### src/rtl/mux_scan_ctrl.sv
// Scan sequencer for an 8:1 byte mux: walks enabled channels in ascending order,
// captures each mux byte and streams it out over valid/ready.
module mux_scan_ctrl #(
  parameter int unsigned NCH = 8,
  parameter int unsigned W   = 8
) (
  input  logic           clk,
  input  logic           reset,
  input  logic           start,
  input  logic [NCH-1:0] en_mask,
  input  logic [W-1:0]   mux_o,
  output logic           C2,
  output logic           C1,
  output logic           C0,
  output logic [W-1:0]   dout,
  output logic [2:0]     dout_ch,
  output logic           dout_valid,
  input  logic           dout_ready,
  output logic           busy,
  output logic           done
);

  localparam int unsigned CW  = 3;
  localparam int unsigned CW1 = CW + 1;

  localparam logic [1:0] S_IDLE = 2'd0;
  localparam logic [1:0] S_SEL  = 2'd1;
  localparam logic [1:0] S_OUT  = 2'd2;
  localparam logic [1:0] S_DONE = 2'd3;

  logic [1:0]     state, state_n;
  logic [NCH-1:0] mask, mask_n;
  logic [CW-1:0]  ch, ch_n;
  logic [W-1:0]   dout_n;
  logic [CW-1:0]  dout_ch_n;
  logic           dout_valid_n;
  logic [CW:0]    first_c, next_c;

  // Lowest set bit of m at index >= lo; MSB of the result flags a hit.
  function automatic logic [CW:0] find_from(input logic [NCH-1:0] m, input logic [CW:0] lo);
    logic [CW:0] r;
    r = '0;
    for (int i = NCH - 1; i >= 0; i--) begin
      if (m[i] && (CW1'(i) >= lo)) r = {1'b1, CW'(i)};
    end
    return r;
  endfunction

  always_comb first_c = find_from(en_mask, '0);
  always_comb next_c  = find_from(mask, CW1'(ch) + CW1'(1));

  // Next-state and next-output logic
  always_comb begin
    state_n      = state;
    mask_n       = mask;
    ch_n         = ch;
    dout_n       = dout;
    dout_ch_n    = dout_ch;
    dout_valid_n = dout_valid;
    case (state)
      S_IDLE: begin
        if (start) begin
          mask_n = en_mask;
          if (first_c[CW]) begin
            ch_n    = first_c[CW-1:0];
            state_n = S_SEL;
          end else begin
            state_n = S_DONE;
          end
        end
      end
      S_SEL: begin
        // mux has seen the current select for a full cycle, capture is safe
        dout_n       = mux_o;
        dout_ch_n    = ch;
        dout_valid_n = 1'b1;
        state_n      = S_OUT;
      end
      S_OUT: begin
        if (dout_ready) begin
          dout_valid_n = 1'b0;
          if (next_c[CW]) begin
            ch_n    = next_c[CW-1:0];
            state_n = S_SEL;
          end else begin
            state_n = S_DONE;
          end
        end
      end
      S_DONE: begin
        ch_n    = '0;
        state_n = S_IDLE;
      end
      default: state_n = S_IDLE;
    endcase
  end

  // State and registered outputs
  always_ff @(posedge clk) begin
    if (reset) begin
      state      <= S_IDLE;
      mask       <= '0;
      ch         <= '0;
      dout       <= '0;
      dout_ch    <= '0;
      dout_valid <= 1'b0;
      busy       <= 1'b0;
      done       <= 1'b0;
    end else begin
      state      <= state_n;
      mask       <= mask_n;
      ch         <= ch_n;
      dout       <= dout_n;
      dout_ch    <= dout_ch_n;
      dout_valid <= dout_valid_n;
      busy       <= (state_n != S_IDLE);
      done       <= (state_n == S_DONE);
    end
  end

  assign {C2, C1, C0} = ch;

endmodule

### config.mk
export PLATFORM = sky130hd
export DESIGN_NAME = mux_scan_ctrl
export DESIGN_NICKNAME = d
export VERILOG_FILES = /design/src/rtl/mux_scan_ctrl.sv
export SDC_FILE = /design/constraint.sdc
export NUM_CORES = 1
export LEC_CHECK = 0
export BUFFER_PORTS_ARGS = -buffer_cell sky130_fd_sc_hd__buf_2
export CORE_UTILIZATION = 50
export CTS_BUF_LIST = sky130_fd_sc_hd__clkbuf_8 sky130_fd_sc_hd__clkbuf_16
export DETAILED_ROUTE_END_ITERATION = 8
export PLACE_DENSITY = 0.86
export SLEW_MARGIN = 20
export SYNTH_ARGS = -nofsm -noshare
export SYNTH_HDL_FRONTEND = slang
export SYNTH_SLANG_ARGS = --single-unit
### constraint.sdc
create_clock -name clk -period 5.2 [get_ports clk]
set_input_delay 0.52 -clock clk [delete_from_list [all_inputs] [get_ports clk]]
set_output_delay 0.52 -clock clk [all_outputs]
set_load 0.01 [all_outputs]
Word-level counts from Yosys, hierarchy flattened
Index checks and enable logic that the tools add are counted.
{"block": "word_totals", "reg_bits": 27, "out_inout_bits": 17}
{"block": "classes", "n_reduce_logical": 15, "muxes": 28, "n_lt_le_gt_ge": 8, "eq_ne": 8, "n_addsub": 1}
{"cell": "$mux W4", "count": 16}
{"cell": "$ge A3 B4 Y1 const A", "count": 4}
{"cell": "$mux W3", "count": 4}
{"cell": "$pmux W3 S3", "count": 1}
{"cell": "$ge A1 B4 Y1 const A", "count": 2}
{"cell": "$ge A2 B4 Y1 const A", "count": 2}
{"cell": "$logic_and A1 B1 Y1", "count": 8}
{"cell": "$mux W2", "count": 4}
{"cell": "$ne A2 B2 Y1 const B", "count": 4}
{"cell": "$pmux W2 S4", "count": 1}
{"cell": "$eq A2 B2 Y1 const B", "count": 3}
{"cell": "$reduce_and A5 Y1", "count": 1}
{"cell": "$add A3 B1 Y4 const B", "count": 1}
{"cell": "$reduce_and A2 Y1", "count": 2}
{"cell": "$reduce_bool A2 Y1", "count": 2}
{"cell": "$reduce_bool A3 Y1", "count": 1}
{"cell": "$eq A2 B1 Y1 const B", "count": 1}
{"cell": "$logic_not A2 Y1", "count": 1}
{"cell": "$pmux W1 S2", "count": 1}
{"cell": "$mux W1", "count": 1}

Longest topological paths before layout
Gate-level depths: netlist (run 1).
{"block": "depth", "ltp_word": 15, "depth_mapped": 8, "ltp_nobuf": 8}

Least setup slack after synthesis (run 1)
Ideal clock, no wire load.
{"block": "synth_path", "path_type": "flip-flop to flip-flop", "start": "register ch[1]", "end": "register done", "path_stages_with_launch": 8, "t_required_ns": 5.127, "path_buffers": 0, "arrival_time_ns": 1.829, "period_less_slack_ns": 1.902, "slack_ns": 3.298, "cell_sequence": "dfxtp_1 inv_1 ha_1 a221oi_2 a21oi_4 or2_4 a21oi_4 nor3b_2"}
{"block": "synth_via", "elab_chain_len": 15}
{"item": "start: declaration", "line": "33", "text": "logic [CW-1:0] ch, ch_n;"}
{"item": "start signal: assignment", "line": "112", "text": "ch <= ch_n;"}
{"item": "$add A3 B1 Y4 (*)", "line": "50", "text": "always_comb next_c = find_from(mask, CW1'(ch) + CW1'(1));"}
{"item": "$ge A3 B4 Y1", "line": "44", "text": "if (m[i] && (CW1'(i) >= lo)) r = {1'b1, CW'(i)};"}
{"item": "$logic_and A1 B1 Y1", "line": "44"}
{"item": "$mux W4 (7 in series)", "line": "44"}
{"item": "$mux W4 (*)", "line": "44"}
{"item": "$mux W2 (*)", "line": "82", "text": "if (next_c[CW]) begin"}
{"item": "$mux W2 (*)", "line": "80", "text": "if (dout_ready) begin"}
{"item": "$pmux W2 S4 (*)", "line": "60", "text": "case (state)"}
{"item": "$eq A2 B2 Y1 (*)", "line": "117", "text": "done <= (state_n == S_DONE);"}
{"item": "end signal: assignment", "line": "117"}
{"item": "end: declaration", "line": "20", "text": "output logic done"}
Every way passes the cells marked *; elsewhere a longest branch is shown, timed or not.
A chain may end at the register's enable or synchronous reset.

Worst setup path after layout (run 1)
{"block": "layout_path", "start": "register ch[1]", "end": "register ch[1]"}
{"block": "layout_via", "elab_chain_len": 14}
{"item": "$add A3 B1 Y4 (*)", "line": "50"}
{"item": "$ge A3 B4 Y1", "line": "44"}
{"item": "$logic_and A1 B1 Y1", "line": "44"}
{"item": "$mux W4 (7 in series)", "line": "44"}
{"item": "$mux W4 (*)", "line": "44"}
{"item": "$mux W3", "line": "82"}
{"item": "$mux W3", "line": "80"}
{"item": "$pmux W3 S3", "line": "60"}
Every way passes the cells marked *; elsewhere a longest branch is shown, timed or not. The select of a mux whose other input is x is not followed.

==> summary.txt, run 1 <==
Crit Path Class -> reg2reg
I/O Pins -> 37
Post-synthesis area per instance -> 7.922 um2
Reg2reg end -> ch[1]
Lkg Pwr -> 0.6514 nW
Fill cell count -> 228
Final worst slack -> 3.021 ns
Power Dens Cells -> 337.2 nW/um2
Synthesized Nets -> 193
Gr ovfl total -> 0
Ant. Diodes -> 0
DR WL/cell -> 12.39 um
Pre-Repair DR Iteration Count -> 4
Hold_sp -> dout_ch[0]
R2R setup slack -> 3.02 ns
Initial Util -> 53.55%
Post-synth EDFFs -> 0
Worst reg2reg path startpoint -> ch[1]
Cts hold-fix bufs -> 0
Core Util, Final -> 63.01%
Post-layout min period -> 2.179 ns
Clock skew -> 0.002220 ns
Routed Antenna Nets -> 0
Pre-CTS setup slack -> 3.096 ns
Die H -> 53.75 um
Drc violations -> 0
Largest net degree at the start of global routing -> 26
Hold Path Depth -> 2
Postcts setup bufs -> 0
Routed WL -> 2875 um
First-pass GRT wire length -> 4353 um
CTS Root Cell -> clkbuf_8
PortBufs -> 36
RSZ-0062 raised after global routing -> false
Hold path endpoint -> dout_ch[0]
CP required -> 5.39 ns
Status -> complete, no violations
# nets final -> 227
TritonCTS clock tree -> done
Clock sinks -> 27
P&R area growth vs syn -> 17.66%
Peak Freq -> 0.4589 GHz
Final setup fails -> 0
Crit path largest cell delay -> 0.46 ns
Via count -> 1254
Final hold slack -> 0.4538 ns
Total Routing Usage GR -> 20.93%
Initial antenna violation count -> 0
Distinct cells, synth -> 40
Reg2Reg Depth -> 7
Detailed placer's ending HPWL -> 2105 um
GP Congestion -> 0.8556
Core region area -> 2500 um2
Final Max Tran Viols -> 0
CP Launch Type -> flop
Syn. warnings -> 0
DR vias/cell -> 5.405
Mapped cell area -> 1339 um2
Critical Path Most Common Cell -> a211oi_1
Setup TNS -> 0 ns
Worst vdd ir -> 0.2081 mV
Crit-path slowest cell -> dfxtp_1
Total CTS buffers -> 3
Main synth FF type -> dfxtp_1
Number of global-route vias before repair -> 995
Post-Syn Instances -> 169
Final Hold Fails -> 0
Worst min path class -> reg2reg
Slew of the pin with the lowest slew margin -> 0.7301 ns
Most common cell after layout, fill and taps aside -> nand2_1
Cts repair resizes -> 0
Sequential element share of the synthesized area -> 40.37%
Die Footprint -> 2889 um2
Final Power -> 531.2 uW
#FFs+latches synth -> 27
Final period util -> 41.91%
Post-synthesis async set-or-reset flop share -> 0%
CP Max Fanout -> 8
Most frequent cells in the layout -> nand2_1, buf_2, dfxtp_1
Worst setup EP type -> flop
Rows -> 18
Layout cell share with drive strength beyond 1 -> 24.75%
Clock Latency Late Sink -> 0.27 ns
Slew headroom -> 51.15%
Width of the die -> 53.75 um
Cell Chain, Critical Path -> inv_1 > ha_1 > a221oi_2 > o21ai_0 > a211oi_1 > nor3_1 > a211oi_1
Critical path data arrival time -> 2.37 ns
Clock transition at path regs -> 0.09 ns
Max_cap viols -> 0
Initial DRC Count -> 50
Max clock buf depth -> 2
H-tree depth -> 1
==> final cells by class <==
class                   count  area, um2  area share (%)
inverters                   6      22.52           1.430
well taps                  30      37.54           2.383
multi-input cells         129      748.2           47.50
clock inverters             1      5.005          0.3177
clock buffers               3      41.29           2.621
flip-flops and latches     27      540.5           34.31
repair buffers             36      180.2           11.44
==> critical path: cells and delay by family, from the launching register on <==
| kind | cells | cell delay, ns |
|---|---|---|
| buf+inv | 1 | 0.10 |
| compound gates | 4 | 1.09 |
| flops | 1 | 0.46 |
| simple gates | 1 | 0.09 |
| fa+ha+maj | 1 | 0.36 |
==> stage by stage <==
step | cell area (um2) | cells
2_1_floorplan | 1339 | 169
3_3_place_gp | 1529 | 228
3_5_place_dp | 1529 | 228
4_1_cts | 1575 | 232
5_1_grt | 1575 | 232
6_report | 1575 | 232
==> flip-flops by register name (all words and copies together) (netlist names) <==
name and count:
ch 3, done 1, busy 1, dout_ch 3
mask 8, state 2, dout_valid 1, dout 8
==> worst max-delay path by stage <==
stage | cells after the start | to | startpoint | slack (ns)
after CTS | 7 | ch[1] | ch[1] | 3.05
after global placement | 7 | done | en_mask[5] | 3.20
after global routing | 7 | ch[1] | ch[1] | 2.84
after floorplan | 7 | done | ch[1] | 3.30
final | 7 | ch[1] | ch[1] | 3.02
after detailed placement | 7 | ch[1] | ch[1] | 3.10
==> Yosys cell counts, types with 2 or more instances <==
cell	instances	share of area [%]
nand2_1	46	13
dfxtp_1	27	40
a21oi_1	23	8.6
clkbuf_1	6	1.7
inv_1	6	1.7
nor2_1	5	1.4
o21ai_1	5	1.9
a211oi_1	4	2.2
ha_1	4	3.7
nand2b_1	4	1.9
nor3_1	4	1.5
o21ai_0	3	1.1
a21oi_4	2	2.4
a311oi_1	2	1.3
and2_1	2	0.93
or2_1	2	0.93
==> report_power, final <==
| group | switching, mW | internal [mW] | total [mW] |
|---|---|---|---|
| logic | 0.0928 | 0.0646 | 0.157 |
| clock network | 0.0640 | 0.0537 | 0.118 |
| registers | 0.0254 | 0.231 | 0.256 |
==> per-layer routing <==
| metal | vias up | global-route usage (%) | wire length [um] |
|---|---|---|---|
| li1 | 655 | - | - |
| met3 | 5 | 2.542 | 134 |
| met4 | 0 | 7.895 | 31 |
| met1 | 557 | 27.18 | 1352 |
| met2 | 37 | 34.98 | 1357 |
| met5 | - | 0 | 0 |
==> cells by family after synthesis <==
| family | share of synthesized area (%) |
|---|---|
| buffers and inverters | 3.738 |
| flip-flops | 40.37 |
| AND/OR/NAND/NOR | 26.17 |
| XOR/XNOR | 0.6543 |
| multiplexers | 0.7477 |
| adder cells (fa/ha/maj) | 3.738 |
| AO/OA/AOI/OAI | 24.58 |
Note: power is estimated with default switching activity, not from simulation.
==> inputs of run 2 (changes only) <==
--- a/config.mk
+++ b/config.mk
@@ -6,10 +6,10 @@
 export NUM_CORES = 1
 export LEC_CHECK = 0
 export BUFFER_PORTS_ARGS = -buffer_cell sky130_fd_sc_hd__buf_2
-export CORE_UTILIZATION = 50
+export CORE_UTILIZATION = 46
 export CTS_BUF_LIST = sky130_fd_sc_hd__clkbuf_8 sky130_fd_sc_hd__clkbuf_16
 export DETAILED_ROUTE_END_ITERATION = 8
-export PLACE_DENSITY = 0.86
+export PLACE_DENSITY = 0.83
 export SLEW_MARGIN = 20
 export SYNTH_ARGS = -nofsm -noshare
 export SYNTH_HDL_FRONTEND = slang
==> constraint.sdc (replaced) <==
create_clock -name clk -period 1.9 [get_ports clk]
set_input_delay 0.19 -clock clk [delete_from_list [all_inputs] [get_ports clk]]
set_output_delay 0.19 -clock clk [all_outputs]
set_load 0.01 [all_outputs]
==> run 2 against run 1 <==
Net effect:
- combinational power grew to 3.8 times the previous value
- clock skew is 0.00073 ns lower
- flip-flop and latch count stayed put
- sequential power grew to 2.8 times the previous value
- cell count is 5.6% higher
- clock power grew to 2.7 times the previous value
- die area is 8.4% higher
- first-iteration DRC count is 24% higher
- hold slack worse by 0.31 ns
- via count is 6.3% higher
- fmax is 18% higher
- worst setup slack worse by 3.0 ns
- critical path type unchanged
- critical endpoint is now done
- largest cell class unchanged
==> summary.txt, run 2 (synthesized netlist as in run 1, its figures left out) <==
Clock Latency Late Sink -> 0.27 ns (about the same)
Postcts setup bufs -> 0 (unchanged)
Pre-Repair DR Iteration Count -> 4 (unchanged)
I/O Pins -> 37 (unchanged)
Clock transition at path regs -> 0.09 ns (about the same)
CTS Root Cell -> clkbuf_8
Global Route met1 Usage -> 26.22% (-0.96 points)
P&R area growth vs syn -> 34.39%
CP Launch Type -> flop
CP Max Fanout -> 5 (-3)
Clock skew -> 0.001494 ns (-0.0007259 ns)
Critical path data arrival time -> 2.05 ns (-0.32 ns)
Layout cell share with drive strength beyond 1 -> 35.51% (+11 points)
GP Congestion -> 0.8994 (+5.1%)
Width of the die -> 55.95 um (+4.1%)
DR WL/cell -> 13.31 um (+7.4%)
Total CTS buffers -> 3 (unchanged)
Global routing usage on met2 -> 38.38% (+3.4 points)
Routed Antenna Nets -> 0 (unchanged)
Post-layout min period -> 1.844 ns (-0.3354 ns)
Initial Util -> 48.55% (-5.0 points)
Detailed placer's ending HPWL -> 2351 um (+12%)
Die H -> 55.95 um (+4.1%)
Initial antenna violation count -> 0 (unchanged)
Biggest regs -> dout: 8 flops, mask: 8 flops
CP required -> 2.10 ns (-3.29 ns)
Peak Freq -> 0.5424 GHz (+18%)
Crit Path Class -> reg2reg
Die Footprint -> 3130 um2 (+8.4%)
DR vias/cell -> 5.441 (+0.66%)
Ant. Diodes -> 0 (unchanged)
Max_cap viols -> 0 (unchanged)
Number of global-route vias before repair -> 1202 (+21%)
Worst vdd ir -> 0.7011 mV (+240%)
Drc violations -> 0 (unchanged)
Most frequent cells in the layout -> nand2_1, buf_2, dfxtp_1
# nets final -> 239 (+5.3%)
Most Crowded Layer GR -> met2
Core region area -> 2758 um2 (+10%)
Final worst slack -> 0.05620 ns (-2.965 ns)
Largest net degree at the start of global routing -> 15 (-42%)
Lkg Pwr -> 0.7262 nW (+11%)
Core Util, Final -> 65.25% (+2.2 points)
Slew headroom -> 73.93% (+23 points)
Pre-CTS setup slack -> -0.02727 ns (-3.124 ns)
Routed WL -> 3261 um (+13%)
Power Dens Cells -> 909.5 nW/um2 (+170%)
TritonCTS clock tree -> done
Initial DRC Count -> 62 (+24%)
Total Routing Usage GR -> 21.30% (+0.37 points)
Worst min path class -> in2reg
Fill cell count -> 232 (+1.8%)
Final setup fails -> 0 (unchanged)
Worst setup EP type -> flop
H-tree depth -> 1 (unchanged)
Gr ovfl total -> 0 (unchanged)
Max clock buf depth -> 2 (unchanged)
Final Hold Fails -> 0 (unchanged)
Slew of the pin with the lowest slew margin -> 0.3910 ns (-0.3391 ns)
Status -> complete, no violations
First-pass GRT wire length -> 5257 um (+21%)
Via count -> 1333 (+6.3%)
M3 GR Usage -> 3.256% (+0.71 points)
Most common cell after layout, fill and taps aside -> nand2_1
Final period util -> 97.04% (+55 points)
Rows -> 19 (+1)
Clock sinks -> 27 (unchanged)
Final Max Tran Viols -> 0 (unchanged)
PortBufs -> 36 (unchanged)
## run 2: layout make-up
| class | instances | area [um2] | share of cell area (%) |
|---|---|---|---|
| multi-input cells | 129 | 873.3 | 48.54 |
| well taps | 31 | 38.79 | 2.156 |
| repair buffers | 48 | 270.3 | 15.02 |
| flip-flops and latches | 27 | 549.3 | 30.53 |
| inverters | 6 | 22.52 | 1.252 |
| clock inverters | 1 | 3.754 | 0.2086 |
| clock buffers | 3 | 41.29 | 2.295 |
## run 2: timing repair
action,in CTS,in global routing
endpoints found under the setup margin,4,5
pin swaps,2,7
hold buffers,0,0
endpoints found under the hold margin,0,0
gates resized for setup,8,16
## run 2: final timing paths
check | start | end | slack (ns) | depth (start not counted)
worst max-delay path | ch[1] | done | 0.06 | 8
worst min-delay path | dout_ready | dout_valid | 0.15 | 2
worst min register to register | dout[0] | dout[0] | 0.46 | 2
worst max register to register | ch[1] | done | 0.06 | 8
## run 2: where the power goes
group | internal (mW) | switching [mW] | total, mW
Clock | 0.145 | 0.169 | 0.314
Sequential | 0.638 | 0.0821 | 0.720
Combinational | 0.281 | 0.321 | 0.603
Total | 1.06 | 0.573 | 1.64
## run 2: stage by stage
| stage | hold slack, ns | setup TNS (ns) | instance area (um2) | total power [mW] | cells |
|---|---|---|---|---|---|
| 4_1_cts | 0.1459 | 0 | 1712 | 1.556 | 245 |
| 3_5_place_dp | 0.4351 | -0.07306 | 1632 | 1.219 | 241 |
| 3_3_place_gp | 0.4290 | 0 | 1632 | 1.204 | 241 |
| 5_1_grt | 0.1439 | -0.08050 | 1799 | 1.736 | 245 |
| 6_report | 0.1474 | 0 | 1799 | 1.636 | 245 |
| 2_1_floorplan | 0.3077 | 0 | 1350 | 1.021 | 169 |
## run 2: critical path: stages (launching register included)
cell      delay [ns]
dfxtp_4         0.39
buf_4           0.14
ha_1            0.20
nand2b_4        0.11
o21ai_4         0.17
a41oi_2         0.18
or2_4           0.30
a21oi_4         0.13
nor3b_2         0.17
## run 2: metal layers
metal  vias to the layer above  part of all wire [%]
li1                        674                     -
met1                       603                    42
met2                        47                    50
met3                         9                   5.5
met4                         0                   1.8
met5                         -                     0
==> inputs of run 3 (changes only) <==
--- a/config.mk
+++ b/config.mk
@@ -9,7 +9,7 @@
 export CORE_UTILIZATION = 46
 export CTS_BUF_LIST = sky130_fd_sc_hd__clkbuf_8 sky130_fd_sc_hd__clkbuf_16
 export DETAILED_ROUTE_END_ITERATION = 8
-export PLACE_DENSITY = 0.83
+export PLACE_DENSITY = 0.74
 export SLEW_MARGIN = 20
 export SYNTH_ARGS = -nofsm -noshare
 export SYNTH_HDL_FRONTEND = slang
==> constraint.sdc (replaced) <==
create_clock -name clk -period 1.66 [get_ports clk]
set_input_delay 0.166 -clock clk [delete_from_list [all_inputs] [get_ports clk]]
set_output_delay 0.166 -clock clk [all_outputs]
set_load 0.01 [all_outputs]
==> run 3 against run 2 <==
Net effect:
- the flow now finishes with violations (setup timing)
- register-to-register slack got worse by 0.17 ns
- clock power increased by 21%
- worst setup slack got worse by 0.17 ns
- fmax grew 3.8%
- critical path type unchanged
- largest power group is now combinational logic
==> summary.txt, run 3 (synthesized netlist as in run 1, its figures left out) <==
Status -> finished, violations left
Failing checks -> setup timing
Post-layout min period -> 1.776 ns (-0.06794 ns)
P&R area growth vs syn -> 47.57%
Core region area -> 2758 um2 (unchanged)
Final Hold Fails -> 0 (unchanged)
First-pass GRT wire length -> 6044 um (+15%)
Clock skew -> 0.003368 ns (+0.001874 ns)
Detailed placer's ending HPWL -> 2680 um (+14%)
TritonCTS clock tree -> done
Worst vdd ir -> 1.004 mV (+43%)
Rows -> 19 (unchanged)
Hold Path Depth -> 3 (+1)
Global routing usage on met2 -> 41.48% (+3.1 points)
Max_cap viols -> 0 (unchanged)
Part of the power in combinational logic -> 41.1% (+4.3 points)
Worst min path class -> in2reg
Total CTS buffers -> 3 (unchanged)
Critical path data arrival time -> 1.95 ns (-0.10 ns)
Routed Antenna Nets -> 0 (unchanged)
Switching Share -> 35.63% (+0.62 points)
Drc violations -> 0 (unchanged)
Pre-Repair DR Iteration Count -> 5 (+1)
Slew headroom -> 66.35% (-7.6 points)
Worst setup EP type -> flop
Width of the die -> 55.95 um (unchanged)
Clock share of power -> 18.6% (-0.6 points)
Via count -> 1431 (+7.4%)
Final setup fails -> 5 (+5)
PortBufs -> 36 (unchanged)
Layout cell share with drive strength beyond 1 -> 45.18% (+9.7 points)
Initial DRC Count -> 92 (+48%)
Die Footprint -> 3130 um2 (unchanged)
Cell Int Power -> 1.314 mW (+24%)
Final Power -> 2.041 mW (+25%)
Initial antenna violation count -> 0 (unchanged)
CP Max Fanout -> 7 (+2)
Biggest regs -> dout: 8 flops, mask: 8 flops
CTS Root Cell -> clkbuf_8
R2R setup slack -> -0.12 ns (-0.17 ns)
Clock sinks -> 27 (unchanged)
Final Non-Filler Cells -> 259 (+5.7%)
Final hold slack -> 0.1212 ns (-0.02620 ns)
Reg2Reg Depth -> 7 (-1)
Slew of the pin with the lowest slew margin -> 0.5048 ns (+0.1138 ns)
H-tree depth -> 1 (unchanged)
Psw -> 727.0 uW (+27%)
Routed WL -> 3686 um (+13%)
Largest net degree at the start of global routing -> 26 (+11)
I/O Pins -> 37 (unchanged)
Gr ovfl total -> 0 (unchanged)
Power Dens Cells -> 1033 nW/um2 (+14%)
DR WL/cell -> 14.23 um (+6.9%)
Cts hold-fix bufs -> 0 (unchanged)
DR vias/cell -> 5.525 (+1.5%)
Number of global-route vias before repair -> 1316 (+9.5%)
CP Launch Type -> flop
Final Max Tran Viols -> 0 (unchanged)
Final period util -> 107.0% (+9.9 points)
Ant. Diodes -> 0 (unchanged)
Initial Util -> 48.55% (unchanged)
CP required -> 1.84 ns (-0.26 ns)
Global Route met1 Usage -> 32.70% (+6.5 points)
Sequential power share -> 40.3% (-3.7 points)
Die H -> 55.95 um (unchanged)
Clock transition at path regs -> 0.09 ns (about the same)
Final worst slack -> -0.1159 ns (-0.1721 ns)
Most Crowded Layer GR -> met2
# nets final -> 253 (+5.9%)
Core Util, Final -> 71.64% (+6.4 points)
RSZ-0062 raised after global routing -> true
Most frequent cells in the layout -> nand2_1, buf_2, buf_4
Max clock buf depth -> 2 (unchanged)
M3 GR Usage -> 3.023% (-0.23 points)
Peak Freq -> 0.5631 GHz (+3.8%)
Clock Latency Late Sink -> 0.27 ns (about the same)
Lkg Pwr -> 0.8099 nW (+12%)
Total Routing Usage GR -> 24.77% (+3.5 points)
DP Cell Count -> 247 (+2.5%)
Setup TNS -> -0.4119 ns (-0.4119 ns)
Crit Path Class -> reg2reg
GP Congestion -> 1.009 (+12%)
Most common cell after layout, fill and taps aside -> nand2_1
-- run 3: cell types whose count changed in the layout (fill, tap and decap cells not counted), sizes merged --
| cell | previous run | this run |
|---|---|---|
| buf | 48 | 62 |
| clkinvlp | 0 | 1 |
| inv | 7 | 6 |
-- run 3: path summary, 6_finish.rpt --
check,from,end
max,ch[0],ch[2]
min reg2reg,dout[2],dout[2]
max reg2reg,ch[0],ch[2]
min,mux_o[4],dout[4]
-- run 3: routing by layer --
layer	share of wire, %	up-vias	wire, um
li1	-	711	-
met5	0	-	0
met2	50	33	1849
met3	3.7	7	137
met1	44	680	1640
met4	1.6	0	59
-- run 3: area by class of cell --
class / count / area [um2]
fill: 210 / 782.0
timing repair buffer: 62 / 379.1
clock buffer: 3 / 41.29
sequential: 27 / 549.3
multi-input combinational: 129 / 934.6
inverter: 6 / 25.02
clock inverter: 1 / 7.507
tap: 31 / 38.79
-- run 3: power by group through the flow --
stage          combinational (mW)  clock, mW  sequential (mW)
2_1_floorplan               0.395          0            0.834
5_1_grt                     0.901      0.417            0.835
4_1_cts                     0.751      0.388            0.817
3_5_place_dp                0.675          0            0.824
6_report                    0.838      0.380            0.822
3_3_place_gp                0.662          0            0.817
-- run 3: metrics by stage --
stage	area, um2	setup WS (ns)
final	1976	-0.1159
after global routing	1976	-0.1709
after CTS	1882	-0.1053
after detailed placement	1740	-0.1585
after global placement	1740	-0.2405
after floorplan	1414	-0.02940
-- run 3: repair_timing --
action | in CTS | in global routing
pin swaps | 16 | 10
gates cloned | 0 | 0
setup buffers | 4 | 4
endpoints found under the setup margin | 6 | 6
gates resized for setup | 15 | 11
-- run 3: worst max-delay path: stages, from the launching register on --
cell and delay, ns:
dfxtp_4 0.39, ha_4 0.19, or2_1 0.26, o2111a_2 0.19
a21oi_4 0.15, or2_4 0.17, a21oi_2 0.06, a311oi_2 0.26
